### config.mk
export PLATFORM = sky130hd
export DESIGN_NAME = sd_iofull_n
export DESIGN_NICKNAME = d
export VERILOG_FILES = /design/src/rtl/sd_iofull_n.sv
export SDC_FILE = /design/constraint.sdc
export NUM_CORES = 1
export LEC_CHECK = 0
export ABC_AREA = 1
export ABC_CLOCK_PERIOD_IN_PS = 5790
export BUFFER_PORTS_ARGS = -buffer_cell sky130_fd_sc_hd__buf_2
export CAP_MARGIN = 20
export CORE_MARGIN = 3
export CORE_UTILIZATION = 35
export CTS_CLUSTER_SIZE = 25
export DETAILED_ROUTE_END_ITERATION = 8
export GPL_TIMING_DRIVEN = 1
export MAX_ROUTING_LAYER = met4
export PLACE_DENSITY_LB_ADDON = 0.3
export SLEW_MARGIN = 25
export SYNTH_ARGS = -nofsm -noshare
export SYNTH_HDL_FRONTEND = slang
export SYNTH_SLANG_ARGS = --single-unit
### constraint.sdc
create_clock -name clk -period 5.79 [get_ports clk]
set_clock_uncertainty 0.2 [all_clocks]
set_input_delay 1.158 -clock clk [delete_from_list [all_inputs] [get_ports clk]]
set_output_delay 1.158 -clock clk [all_outputs]
set_load 0.05 [all_outputs]
### src/rtl/sd_iofull_n.sv
// sd_iofull_n: fully-registered srdy/drdy FIFO with head register, usage count and almost-full flag.
module sd_iofull_n #(
    parameter int width        = 8,
    parameter int depth        = 4,
    parameter int afull_thresh = depth - 1,
    parameter int ctrl_fanout  = 64
) (
    input  logic                       clk,
    input  logic                       reset,
    input  logic                       c_srdy,
    output logic                       c_drdy,
    input  logic [width-1:0]           c_data,
    output logic                       p_srdy,
    input  logic                       p_drdy,
    output logic [width-1:0]           p_data,
    output logic [$clog2(depth+1)-1:0] usage,
    output logic                       afull
);
    localparam int uw = $clog2(depth + 1);
    localparam int pw = $clog2(depth);
    localparam int ng = (width + ctrl_fanout - 1) / ctrl_fanout;

    if (depth < 2) begin : g_bad_depth
        $error("sd_iofull_n: depth must be >= 2");
    end
    if (afull_thresh < 1 || afull_thresh > depth) begin : g_bad_thresh
        $error("sd_iofull_n: afull_thresh must be in 1..depth");
    end

    function automatic logic [pw-1:0] inc(input logic [pw-1:0] p);
        return p == pw'(depth - 1) ? '0 : p + 1'b1;
    endfunction

    logic [width-1:0] mem [depth];
    logic [pw-1:0]    wr, rd, wr_nxt, rd_nxt;
    logic [uw-1:0]    cnt_nxt;
    logic             push, pop;

    always_comb begin
        push    = c_srdy & c_drdy;
        pop     = p_srdy & p_drdy;
        cnt_nxt = usage + uw'(push) - uw'(pop);
        wr_nxt  = push ? inc(wr) : wr;
        rd_nxt  = pop ? inc(rd) : rd;
    end

    always_ff @(posedge clk) begin
        if (reset) begin
            wr     <= '0;
            rd     <= '0;
            usage  <= '0;
            c_drdy <= 1'b0;
            p_srdy <= 1'b0;
            afull  <= 1'b0;
        end else begin
            wr     <= wr_nxt;
            rd     <= rd_nxt;
            usage  <= cnt_nxt;
            c_drdy <= cnt_nxt < uw'(depth);
            p_srdy <= cnt_nxt != '0;
            afull  <= cnt_nxt >= uw'(afull_thresh);
        end
    end

    always_ff @(posedge clk)
        if (push) mem[wr] <= c_data;

    // Each slice of the head register has its own copy of the next-read pointer
    // and the bypass select, so no single control flop drives more than ctrl_fanout bits.
    for (genvar g = 0; g < ng; g++) begin : g_grp
        localparam int lo = g * ctrl_fanout;
        localparam int hi = ((lo + ctrl_fanout > width) ? width : lo + ctrl_fanout) - 1;
        logic [pw-1:0]    rd1;
        logic             low, load;
        logic [hi:lo]     head;
        always_comb load = pop | (push & ~p_srdy);
        always_ff @(posedge clk) begin
            if (reset) begin
                rd1 <= pw'(1);
                low <= 1'b1;
            end else begin
                rd1 <= inc(rd_nxt);
                low <= cnt_nxt <= uw'(1);
            end
        end
        always_ff @(posedge clk)
            if (load) head <= low ? c_data[hi:lo] : mem[rd1][hi:lo];
        assign p_data[hi:lo] = head;
    end
endmodule

==> reports/qor.yml <==
outcome: "completed"
fin_crit_ps: 2810
hold_viol: 0
dp_hpwl_um: 2850
drive_gt1_frac: 0.140
cap_violations: 0
num_rows: 29
htree_levels: 2
viasPerCell: 4.49
nets: 284
root_buffer: "clkbuf_8"
place_ws_ps: 2630
arrival_ps: 2820
drc_errors: 0
wl_per_cell_um: 12.5
ant_nets: 0
setup_slack_ps: 2980
clk_latency_ps: 310
synth_fp_nets: 258
synth_cell_types: 20
grt_pass1_vias: 1472
clk_pin_slew_worst_paths_ps: 100
period_share: 0.485
die_w_um: 87.4
tightestPinTransition_ps: 838
die_h_um: 87.4
area.growth.synth_to_final_pct: 12.8
drt-pass1-iter-count: 4
fp.coreArea_um2: 6390
numClockSinks: 53
start_kind: "input pin"
fin_setup_tns_ps: 0
drt_iter0_drc: 81
netlist_area_um2: 2320
finalSetupViolCount: 0
hold_path.class: "reg2reg"
post_cts_resized: 0
synthCells: 237
power_density_nw_per_um2: 480
numCtsBuffers: 5
slew_headroom: 0.439
fill_cells: 634
ctsHoldBuffers: 0
start_util: 0.363
yosys_warnings: 0
ys_ff_latch: 53
grt_max_degree: 18
synth.avg_cell_area_um2: 9.78
grt_pass1_wl_um: 7040
cp.required_ps: 5800
rsz0062_at_grt: "no"
cts_max_path_buffers: 2
grt_usage: 0.127
p_leak_nw: 1.19
dieArea_um2: 7630
fmax_mhz: 356
totalWireLength_um: 4260
numPortBuffers: 25
path_class: "in2reg"
grt_antenna_before_repair: 0
tritoncts: "done"
gp_congestion: 0.776
io-pin-count: 26
critPathMaxFanout: 10
ir_worst_vdd_uv: 301
post_cts_buffers: 0
drv_slew: 0
grt.overflow.total: 0
antenna_cells: 0
yosysSeqAreaShare: 0.631
vias: 1532
cp-end-kind: "flip-flop"
==> worst max-delay path: stages <==
cell and delay (ps):
buf_2 100, nand2_1 230, ha_1 290, inv_1 60, ha_1 120, inv_1 40, fa_1 410, inv_1 90
nand2_1 60, nand2_1 60, nand2_1 60, nand3_1 90, nand2_1 60
==> power breakdown <==
group	internal, W	switching, W
Combinational	0.000133	0.000312
Clock	0.000141	0.000117
Sequential	0.000488	0.0000636
Total	0.000762	0.000493
==> routing by layer <==
metal	global-route usage	vias to the layer above	wire, um
li1	-	789	-
met1	0.146	717	1900
met2	0.218	21	2170
met3	0.0322	5	154
met4	0.0377	0	38
met5	-	-	0
==> sequential cells by signal (all words and copies together) (netlist names) <==
register   flops
afull          1
c_drdy         1
g_grp.low      1
g_grp.rd1      2
mem           32
p_data         8
p_srdy         1
rd             2
usage          3
wr             2
==> per-stage QoR <==
step / instance area [um^2] / total power [W] / hold slack, ps / util / cells
final: 2610 / 0.00125 / 346 / 0.409 / 341
after global routing: 2610 / 0.00136 / 372 / 0.409 / 341
after CTS: 2610 / 0.00127 / 352 / 0.409 / 341
after detailed placement: 2500 / 0.00101 / 332 / 0.391 / 333
after global placement: 2500 / 0.00100 / 328 / 0.391 / 333
after floorplan: 2320 / 0.000911 / 290 / - / 237
==> cell families (layout without fill, tap and decap cells) <==
logic type,Yosys count,in the layout,share of synthesized area
simple gates,122,122,0.217
flops,53,53,0.631
fa+ha+maj,9,9,0.0518
buf+inv,45,72,0.0837
compound gates,8,8,0.0173
==> cell type report <==
cell class                      instances  area [um^2]  share of cell area
Clock buffer                            7         86.3              0.0330
Inverter                               38          145              0.0555
Multi-Input combinational cell        139          662               0.253
Sequential cell                        53         1460               0.559
Clock inverter                          1         30.0              0.0115
Timing Repair Buffer                   26          133              0.0507
Tap cell                               77         96.3              0.0369
==> cell usage in the layout (no fill, tap or decap) <==
master,Yosys,final
or2_2,3,3
ha_1,8,8
o21ai_0,5,5
inv_1,37,37
clkbuf_8,0,6
edfxtp_1,40,40
buf_4,1,1
inv_4,1,1
nor3_1,1,1
buf_2,2,25
nand2_1,71,71
fa_1,1,1
nor2_1,27,27
dfxtp_1,13,13
a21oi_1,3,3
nor3b_1,1,1
clkbuf_1,1,1
bufinv_16,0,1
or2_0,6,6
nand3_1,13,13
==> worst paths after layout <==
path                      startpoint                 end  slack, ps  cells after the start
setup / recovery              c_srdy    afull$_SDFF_PP0_       2980                     13
setup reg to reg   c_drdy$_SDFF_PP0_    afull$_SDFF_PP0_       3570                     12
hold / removal    wr[1]$_SDFFE_PP0P_  wr[1]$_SDFFE_PP0P_        350                      2
hold reg to reg   wr[1]$_SDFFE_PP0P_  wr[1]$_SDFFE_PP0P_        350                      2
==> Yosys cell counts <==
library cell / number / area, um^2
buf_2: 2 / 10.0
nand3_1: 13 / 65.1
clkbuf_2: 1 / 5.00
fa_1: 1 / 20.0
inv_4: 1 / 6.26
clkbuf_1: 1 / 3.75
inv_1: 37 / 139
edfxtp_1: 40 / 1200
nor3b_1: 1 / 7.51
buf_4: 1 / 7.51
nand2_1: 71 / 267
nor2_1: 27 / 101
dfxtp_1: 13 / 260
ha_1: 8 / 100
buf_6: 2 / 22.5
nor3_1: 1 / 5.00
or2_0: 6 / 37.5
a21oi_1: 3 / 15.0
o21ai_0: 5 / 25.0
or2_2: 3 / 18.8
(Power assumes the default switching activity.)
